## src/rtl/plle2_sequencer.sv

```systemverilog
// Power/reset sequencer for one PLLE2: drives RST/PWRDWN/CLKINSEL, waits for a
// settled LOCKED with timeout and bounded retry, and recovers from lock loss.
module plle2_sequencer #(
  parameter int RST_CYCLES    = 16,
  parameter int LOCK_TIMEOUT  = 65535,
  parameter int SETTLE_CYCLES = 255,
  parameter int MAX_RETRIES   = 3
) (
  input  logic       CLK,
  input  logic       RSTN,
  input  logic       I_PWRDWN,
  input  logic       I_CLKINSEL,
  input  logic       I_RESTART,
  input  logic       I_LOCKED,
  output logic       O_PLL_RST,
  output logic       O_PLL_PWRDWN,
  output logic       O_PLL_CLKINSEL,
  output logic       O_READY,
  output logic       O_ERROR,
  output logic [2:0] O_STATE,
  output logic [3:0] O_RETRIES,
  output logic [7:0] O_LOSS_CNT
);

  localparam int TMAX_A = (RST_CYCLES > LOCK_TIMEOUT) ? RST_CYCLES : LOCK_TIMEOUT;
  localparam int TMAX   = (TMAX_A > SETTLE_CYCLES) ? TMAX_A : SETTLE_CYCLES;
  localparam int TMR_W  = $clog2(TMAX + 1);

  localparam logic [TMR_W-1:0] RST_LAST    = TMR_W'(RST_CYCLES - 1);
  localparam logic [TMR_W-1:0] TIMEOUT_LAST = TMR_W'(LOCK_TIMEOUT - 1);
  localparam logic [TMR_W-1:0] SETTLE_LAST = TMR_W'(SETTLE_CYCLES - 1);
  localparam logic [3:0]       RETRY_LIMIT = 4'(MAX_RETRIES);

  typedef enum logic [2:0] {
    ST_PWRDN     = 3'd0,
    ST_RESET     = 3'd1,
    ST_WAIT_LOCK = 3'd2,
    ST_SETTLE    = 3'd3,
    ST_RUN       = 3'd4,
    ST_FAIL      = 3'd5
  } state_e;

  state_e           state_q, state_d;
  logic [TMR_W-1:0] timer_q, timer_d;
  logic [3:0]       retries_q, retries_d;
  logic [7:0]       loss_q, loss_d;
  logic             clksel_q, clksel_d;
  logic             lock_meta_q, locked_s;
  logic             enter;

  function automatic logic [7:0] sat_inc8(input logic [7:0] v);
    return (v == 8'hFF) ? v : v + 8'd1;
  endfunction

  function automatic logic rst_held(input state_e s);
    return (s == ST_PWRDN) || (s == ST_RESET);
  endfunction

  // LOCKED comes from the PLL's own domain; two flops before any decision.
  always_ff @(posedge CLK or negedge RSTN) begin
    if (!RSTN) begin
      lock_meta_q <= 1'b0;
      locked_s    <= 1'b0;
    end else begin
      lock_meta_q <= I_LOCKED;
      locked_s    <= lock_meta_q;
    end
  end

  always_comb begin
    state_d   = state_q;
    retries_d = retries_q;
    loss_d    = loss_q;
    enter     = 1'b0;
    if (I_PWRDWN) begin
      state_d = ST_PWRDN;
      enter   = (state_q != ST_PWRDN);
    end else if (I_RESTART) begin
      state_d   = ST_RESET;
      retries_d = 4'd0;
      enter     = 1'b1;
    end else begin
      unique case (state_q)
        ST_PWRDN: begin
          state_d   = ST_RESET;
          retries_d = 4'd0;
          enter     = 1'b1;
        end
        ST_RESET: begin
          if (timer_q == RST_LAST) begin
            state_d = ST_WAIT_LOCK;
            enter   = 1'b1;
          end
        end
        ST_WAIT_LOCK: begin
          if (locked_s) begin
            state_d = ST_SETTLE;
            enter   = 1'b1;
          end else if (timer_q == TIMEOUT_LAST) begin
            retries_d = retries_q + 4'd1;
            state_d   = (retries_q + 4'd1 == RETRY_LIMIT) ? ST_FAIL : ST_RESET;
            enter     = 1'b1;
          end
        end
        ST_SETTLE: begin
          if (!locked_s) begin
            state_d = ST_RESET;
            enter   = 1'b1;
          end else if (timer_q == SETTLE_LAST) begin
            state_d   = ST_RUN;
            retries_d = 4'd0;
            enter     = 1'b1;
          end
        end
        ST_RUN: begin
          if (!locked_s) begin
            state_d = ST_RESET;
            loss_d  = sat_inc8(loss_q);
            enter   = 1'b1;
          end else if (I_CLKINSEL != clksel_q) begin
            state_d = ST_RESET;
            enter   = 1'b1;
          end
        end
        ST_FAIL: begin
          state_d = ST_FAIL;
        end
        default: begin
          state_d = ST_RESET;
          enter   = 1'b1;
        end
      endcase
    end
    timer_d = enter ? '0 : timer_q + 1'b1;
    // Follow the request only when RST is high both before and after this edge,
    // so CLKINSEL never moves on the same edge that RST rises or falls.
    clksel_d = clksel_q;
    if (rst_held(state_q) && rst_held(state_d)) begin
      clksel_d = I_CLKINSEL;
    end
  end

  always_ff @(posedge CLK or negedge RSTN) begin
    if (!RSTN) begin
      state_q      <= ST_RESET;
      timer_q      <= '0;
      retries_q    <= 4'd0;
      loss_q       <= 8'd0;
      clksel_q     <= 1'b0;
      O_PLL_RST    <= 1'b1;
      O_PLL_PWRDWN <= 1'b0;
      O_READY      <= 1'b0;
      O_ERROR      <= 1'b0;
    end else begin
      state_q      <= state_d;
      timer_q      <= timer_d;
      retries_q    <= retries_d;
      loss_q       <= loss_d;
      clksel_q     <= clksel_d;
      O_PLL_RST    <= rst_held(state_d) || (state_d == ST_FAIL);
      O_PLL_PWRDWN <= (state_d == ST_PWRDN);
      O_READY      <= (state_d == ST_RUN);
      O_ERROR      <= (state_d == ST_FAIL);
    end
  end

  assign O_STATE        = state_q;
  assign O_RETRIES      = retries_q;
  assign O_LOSS_CNT     = loss_q;
  assign O_PLL_CLKINSEL = clksel_q;

endmodule

```

## config.mk

```make
export PLATFORM = sky130hd
export DESIGN_NAME = plle2_sequencer
export DESIGN_NICKNAME = d
export VERILOG_FILES = /design/src/rtl/plle2_sequencer.sv
export SDC_FILE = /design/constraint.sdc
export NUM_CORES = 1
export LEC_CHECK = 0
export CAP_MARGIN = 0
export CORE_MARGIN = 3
export CORE_UTILIZATION = 40
export DETAILED_ROUTE_END_ITERATION = 12
export PLACE_DENSITY = 0.66
export SYNTH_ARGS = -nofsm -noshare
export SYNTH_HDL_FRONTEND = slang
export SYNTH_SLANG_ARGS = --single-unit
export TNS_END_PERCENT = 20
```

## constraint.sdc

```tcl
create_clock -name CLK -period 3.1 [get_ports CLK]
set_clock_uncertainty 0.2 [all_clocks]
set_input_delay 0.62 -clock CLK [delete_from_list [all_inputs] [get_ports CLK]]
set_output_delay 0.62 -clock CLK [all_outputs]
set_load 0.02 [all_outputs]
```

# Word level (Yosys, flattened, before mapping)
# Index checks and enable logic that the tools add are counted.
dict set report word_totals {
  regBits 38
  latch_bits 0
  ramBits 0
  romBits 0
  inputBits 6
  out_inout_bits 20
  elab_cells 74
  n_memories 0
}
dict set report classes {
  addsub 3
  multipliers 0
  div 0
  magnitude_cmp 0
  eq_ne 18
  shift 0
  n_mux 28
  bitwise_logic 4
  reduce_logical 10
}
# cell n
set ops {}
lappend ops {{$mux W3} 10}
lappend ops {{$mux W4} 5}
lappend ops {{$add A16 B1 Y16 const B} 1}
lappend ops {{$eq A16 B16 Y1 const B} 1}
lappend ops {{$eq A16 B4 Y1 const B} 1}
lappend ops {{$eq A16 B8 Y1 const B} 1}
lappend ops {{$mux W16} 1}
lappend ops {{$pmux W3 S5} 1}
lappend ops {{$eq A3 B3 Y1 const B} 4}
lappend ops {{$ne A3 B3 Y1 const B} 4}
lappend ops {{$pmux W4 S3} 1}
lappend ops {{$mux W1} 9}
lappend ops {{$add A8 B1 Y8 const B} 1}
lappend ops {{$eq A8 B8 Y1 const B} 1}
lappend ops {{$eq A3 B1 Y1 const B} 2}
lappend ops {{$eq A3 B2 Y1 const B} 2}
lappend ops {{$logic_not A3 Y1} 2}
lappend ops {{$reduce_and A6 Y1} 1}
lappend ops {{$pmux W1 S5} 1}
lappend ops {{$reduce_and A5 Y1} 1}
lappend ops {{$add A4 B1 Y4 const B} 1}
lappend ops {{$eq A4 B2 Y1 const B} 1}
lappend ops {{$not A1 Y1} 4}
lappend ops {{$reduce_bool A4 Y1} 1}
lappend ops {{other kinds (4)} 6}

# Longest topological paths before layout
dict set report logic_depth {
  depth_word 11
  ltp_mapped 8
  depth_no_buf 8
}

# Worst setup path after synthesis
# No wires, ideal clock.
dict set report synth_path {
  path_type {input to register}
  from {input port I_RESTART}
  to {register loss_q[7] (netlist: O_LOSS_CNT[7])}
  setup_ns 0.080
  t_arrival_ns 2.118
  slack_ns 0.702
  path_stages 5
  n_path_buf 0
  path_cell_list {or4_1 > a311oi_2 > nand4_1 > nor3_1 > xor2_1}
}
dict set report synth_via {
  elab_chain_cells 2
}
# element line
set synth_rtl {}
lappend synth_rtl {{start, declared} 13} ;# input logic I_RESTART,
lappend synth_rtl {{$not A1 Y1 (no source line)} n/a}
lappend synth_rtl {{$reduce_and A5 Y1 (no source line)} n/a}
lappend synth_rtl {{end signal, assigned} 158} ;# loss_q <= loss_d;
lappend synth_rtl {{end, declared} 46} ;# logic [7:0] loss_q, loss_d;
# No other way between the ends.
# A chain may end at the register's enable or synchronous reset.

# Worst setup path in the final report
# Ends and elaborated chain as after synthesis.

==> flow_summary.yaml <==
run_status:
  status: "finished clean"
clock_tree:
  ctsHoldBuffers: 0
  clk_pin_slew_ns: 0.07
  cts_tree: "done"
  post_cts_resized: 0
  worstSkewPairLatency_ns: 0.28
  h-tree-depth: 2
  clock-sinks: 38
  numCtsBuffers: 5
  cts_setup_buffers: 0
  root_buffer: "clkbuf_8"
  cts_buffer_depth: 2
cells_and_area:
  area_growth_pct: 19.98
  stdcell_count: 300
  mostFrequentLayoutCells: "dfrtp_1 (36), nor2_1 (24), clkdlybuf4s50_1 (24)"
  diodes: 0
  mostFrequentLayoutCell: "dfrtp_1"
  fin_nets: 243
  layout-drive-gt1-share_pct: 11.16
detailed_routing:
  vias: 1567
  detail_route.wl_per_cell_um: 13.57
  wl_mm: 4.070
  drtIter0Drc: 165
  antenna_left: 0
  dr.pass1.iters: 4
  drcViolationCount: 0
  via_per_inst: 5.223
placed_design:
  dp.cells: 292
  port_buffers: 25
  place_congestion: 0.8275
  hpwl_mm: 2.879
synth:
  synth_edf_count: 0
  synth_fp_nets: 217
  async_flop_share_pct: 100.0
  yosysSeqAreaShare_pct: 46.98
  synth_flop_cell: "dfrtp_1"
  ys_types: 49
  synth_area_per_cell_um2: 9.852
  synth-seq-cells: 38
  synthCells: 206
  syn-cell-area_mm2: 0.002029
  yosys_warnings: 0
power_and_ir_drop:
  p_leak_nw: 1.014
  ir_drop_mv: 0.2430
  p_per_area_mw_per_mm2: 378.9
timing:
  slew_violations: 0
  rsz0062_at_grt: "no"
  finalHoldViolations: 0
  slew-limit-headroom_pct: 45.90
  whs_ns: 0.1440
  tns_ns: 0
  tightest_slew_ns: 0.8115
  setup_viol: 0
  period_minus_slack_ns: 2.570
  fmax_mhz: 389.2
  min_period_over_period_pct: 82.89
floorplanning:
  dieArea_mm2: 0.005964
  initial_core_util_pct: 42.13
  fp.dieH_um: 77.23
  die_w_um: 77.23
  pin_count: 26
  rows: 25
  coreArea_mm2: 0.004817
critical_path:
  startpoint: "I_RESTART"
  required_ns: 3.11
  critPathMaxFanout: 7
  critical_path_class: "input port to flip-flop"
  crit_path_end_kind: "flip-flop"
  arrival_ns: 2.58
  start_kind: "input port"
  r2r-start: "timer_q[0]"
grt:
  grt_overflow: 0
  grt_pass1_wl_mm: 7.272
  grt_max_degree: 39
  antenna_found_initial: 0
  grt_usage_pct: 14.87
  grt_pass1_vias: 1550
hold_path:
  hold_path.class: "flip-flop to flip-flop"
  worstHoldStart: "lock_meta_q"
job:
  cap_violations: 0
[final cells by class]
cell class                      instances  area [µm²]
Fill cell                             459        2382
Clock inverter                          2       12.51
Tap cell                               67       83.83
Inverter                               10       37.54
Clock buffer                            6       82.58
Sequential cell                        38       953.4
Multi-Input combinational cell        149       997.2
Timing Repair Buffer                   28       267.8
[registers in the layout, summed over array words and instances, names as in the netlist]
signal / cells
lock_meta_q: 1
O_PLL_CLKINSEL: 1
O_ERROR: 1
O_RETRIES: 4
O_STATE: 3
locked_s: 1
O_LOSS_CNT: 8
timer_q: 16
O_READY: 1
O_PLL_RST: 1
O_PLL_PWRDWN: 1
[cells by family (layout without fill, tap and decap cells)]
family                     count (synthesis)  in the layout  share of synthesized area, %
DFF                                       38             38                         46.98
adders and majority gates                  5              5                         3.083
muxes                                      2              2                         1.048
buffers and inverters                     19             46                         3.884
AOI/OAI and AO/OA                         25             25                         9.987
and+or+nand+nor                           95             95                         25.52
xor gates and xnor gates                  22             22                         9.495
[synth_stat cells, types with 2 or more instances]
master | count | area share, %
nand3b_1 | 2 | 0.74
buf_2 | 3 | 0.74
a41oi_1 | 2 | 0.86
nand2_1 | 15 | 2.8
a21oi_1 | 3 | 0.74
nand3_1 | 11 | 2.7
o21ai_0 | 5 | 1.2
xnor2_1 | 7 | 3.0
and3_1 | 3 | 0.92
dfrtp_1 | 36 | 44
a31oi_1 | 2 | 0.62
nand4_1 | 8 | 2.5
nor4_1 | 4 | 1.2
nor3_1 | 8 | 2.0
nor2_1 | 24 | 4.4
inv_1 | 10 | 1.8
clkbuf_1 | 5 | 0.92
ha_1 | 5 | 3.1
a32o_1 | 2 | 0.99
xor2_1 | 15 | 6.5
o22ai_1 | 2 | 0.62
nand2b_1 | 3 | 0.92
dfstp_2 | 2 | 2.6
and4_1 | 4 | 1.7
[metal layers]
layer,up-vias,track usage [%],part of all wire [%]
li1,784,-,-
met1,746,20.11,48
met5,-,0,0
met3,4,3.404,4.4
met4,0,3.737,0.76
met2,33,24.09,47
[worst max-delay path: stages]
cell and delay [ns]:
clkdlybuf4s50_1 0.52, or4_1 0.58, a311oi_2 0.29, nand4_1 0.20, nor3_1 0.21, xor2_1 0.17
[stage by stage]
stage | worst slack, ns | util [%] | cell area [µm²] | power (mW)
3_3_place_gp | 0.2680 | 48.57 | 2340 | 0.5838
6_report | 0.5304 | 50.55 | 2435 | 0.9225
3_5_place_dp | 0.2182 | 48.57 | 2340 | 0.5844
2_1_floorplan | 0.7020 | - | 2029 | 0.5520
4_1_cts | 0.5131 | 50.55 | 2435 | 0.9372
5_1_grt | 0.2541 | 50.55 | 2435 | 0.9627
[worst paths after layout]
| check | slack [ns] | cells after the start | endpoint |
|---|---|---|---|
| min in group asynchronous | 0.23 | 1 | O_RETRIES[2] |
| max in group asynchronous | 1.96 | 1 | O_LOSS_CNT[7] |
| worst min-delay path | 0.14 | 0 | locked_s |
| worst max-delay path | 0.53 | 6 | O_LOSS_CNT[7] |
| worst min register to register | 0.14 | 0 | locked_s |
| worst max register to register | 0.58 | 7 | O_PLL_CLKINSEL |
[report_power, final]
| part | internal (mW) | leakage, nW | total [mW] | switching, mW |
|---|---|---|---|---|
| Combinational | 0.0232 | 0.454 | 0.0592 | 0.0360 |
| Clock | 0.179 | 0.0472 | 0.350 | 0.171 |
| Sequential | 0.504 | 0.512 | 0.514 | 0.0100 |
Note: power is estimated with default switching activity, not from simulation.
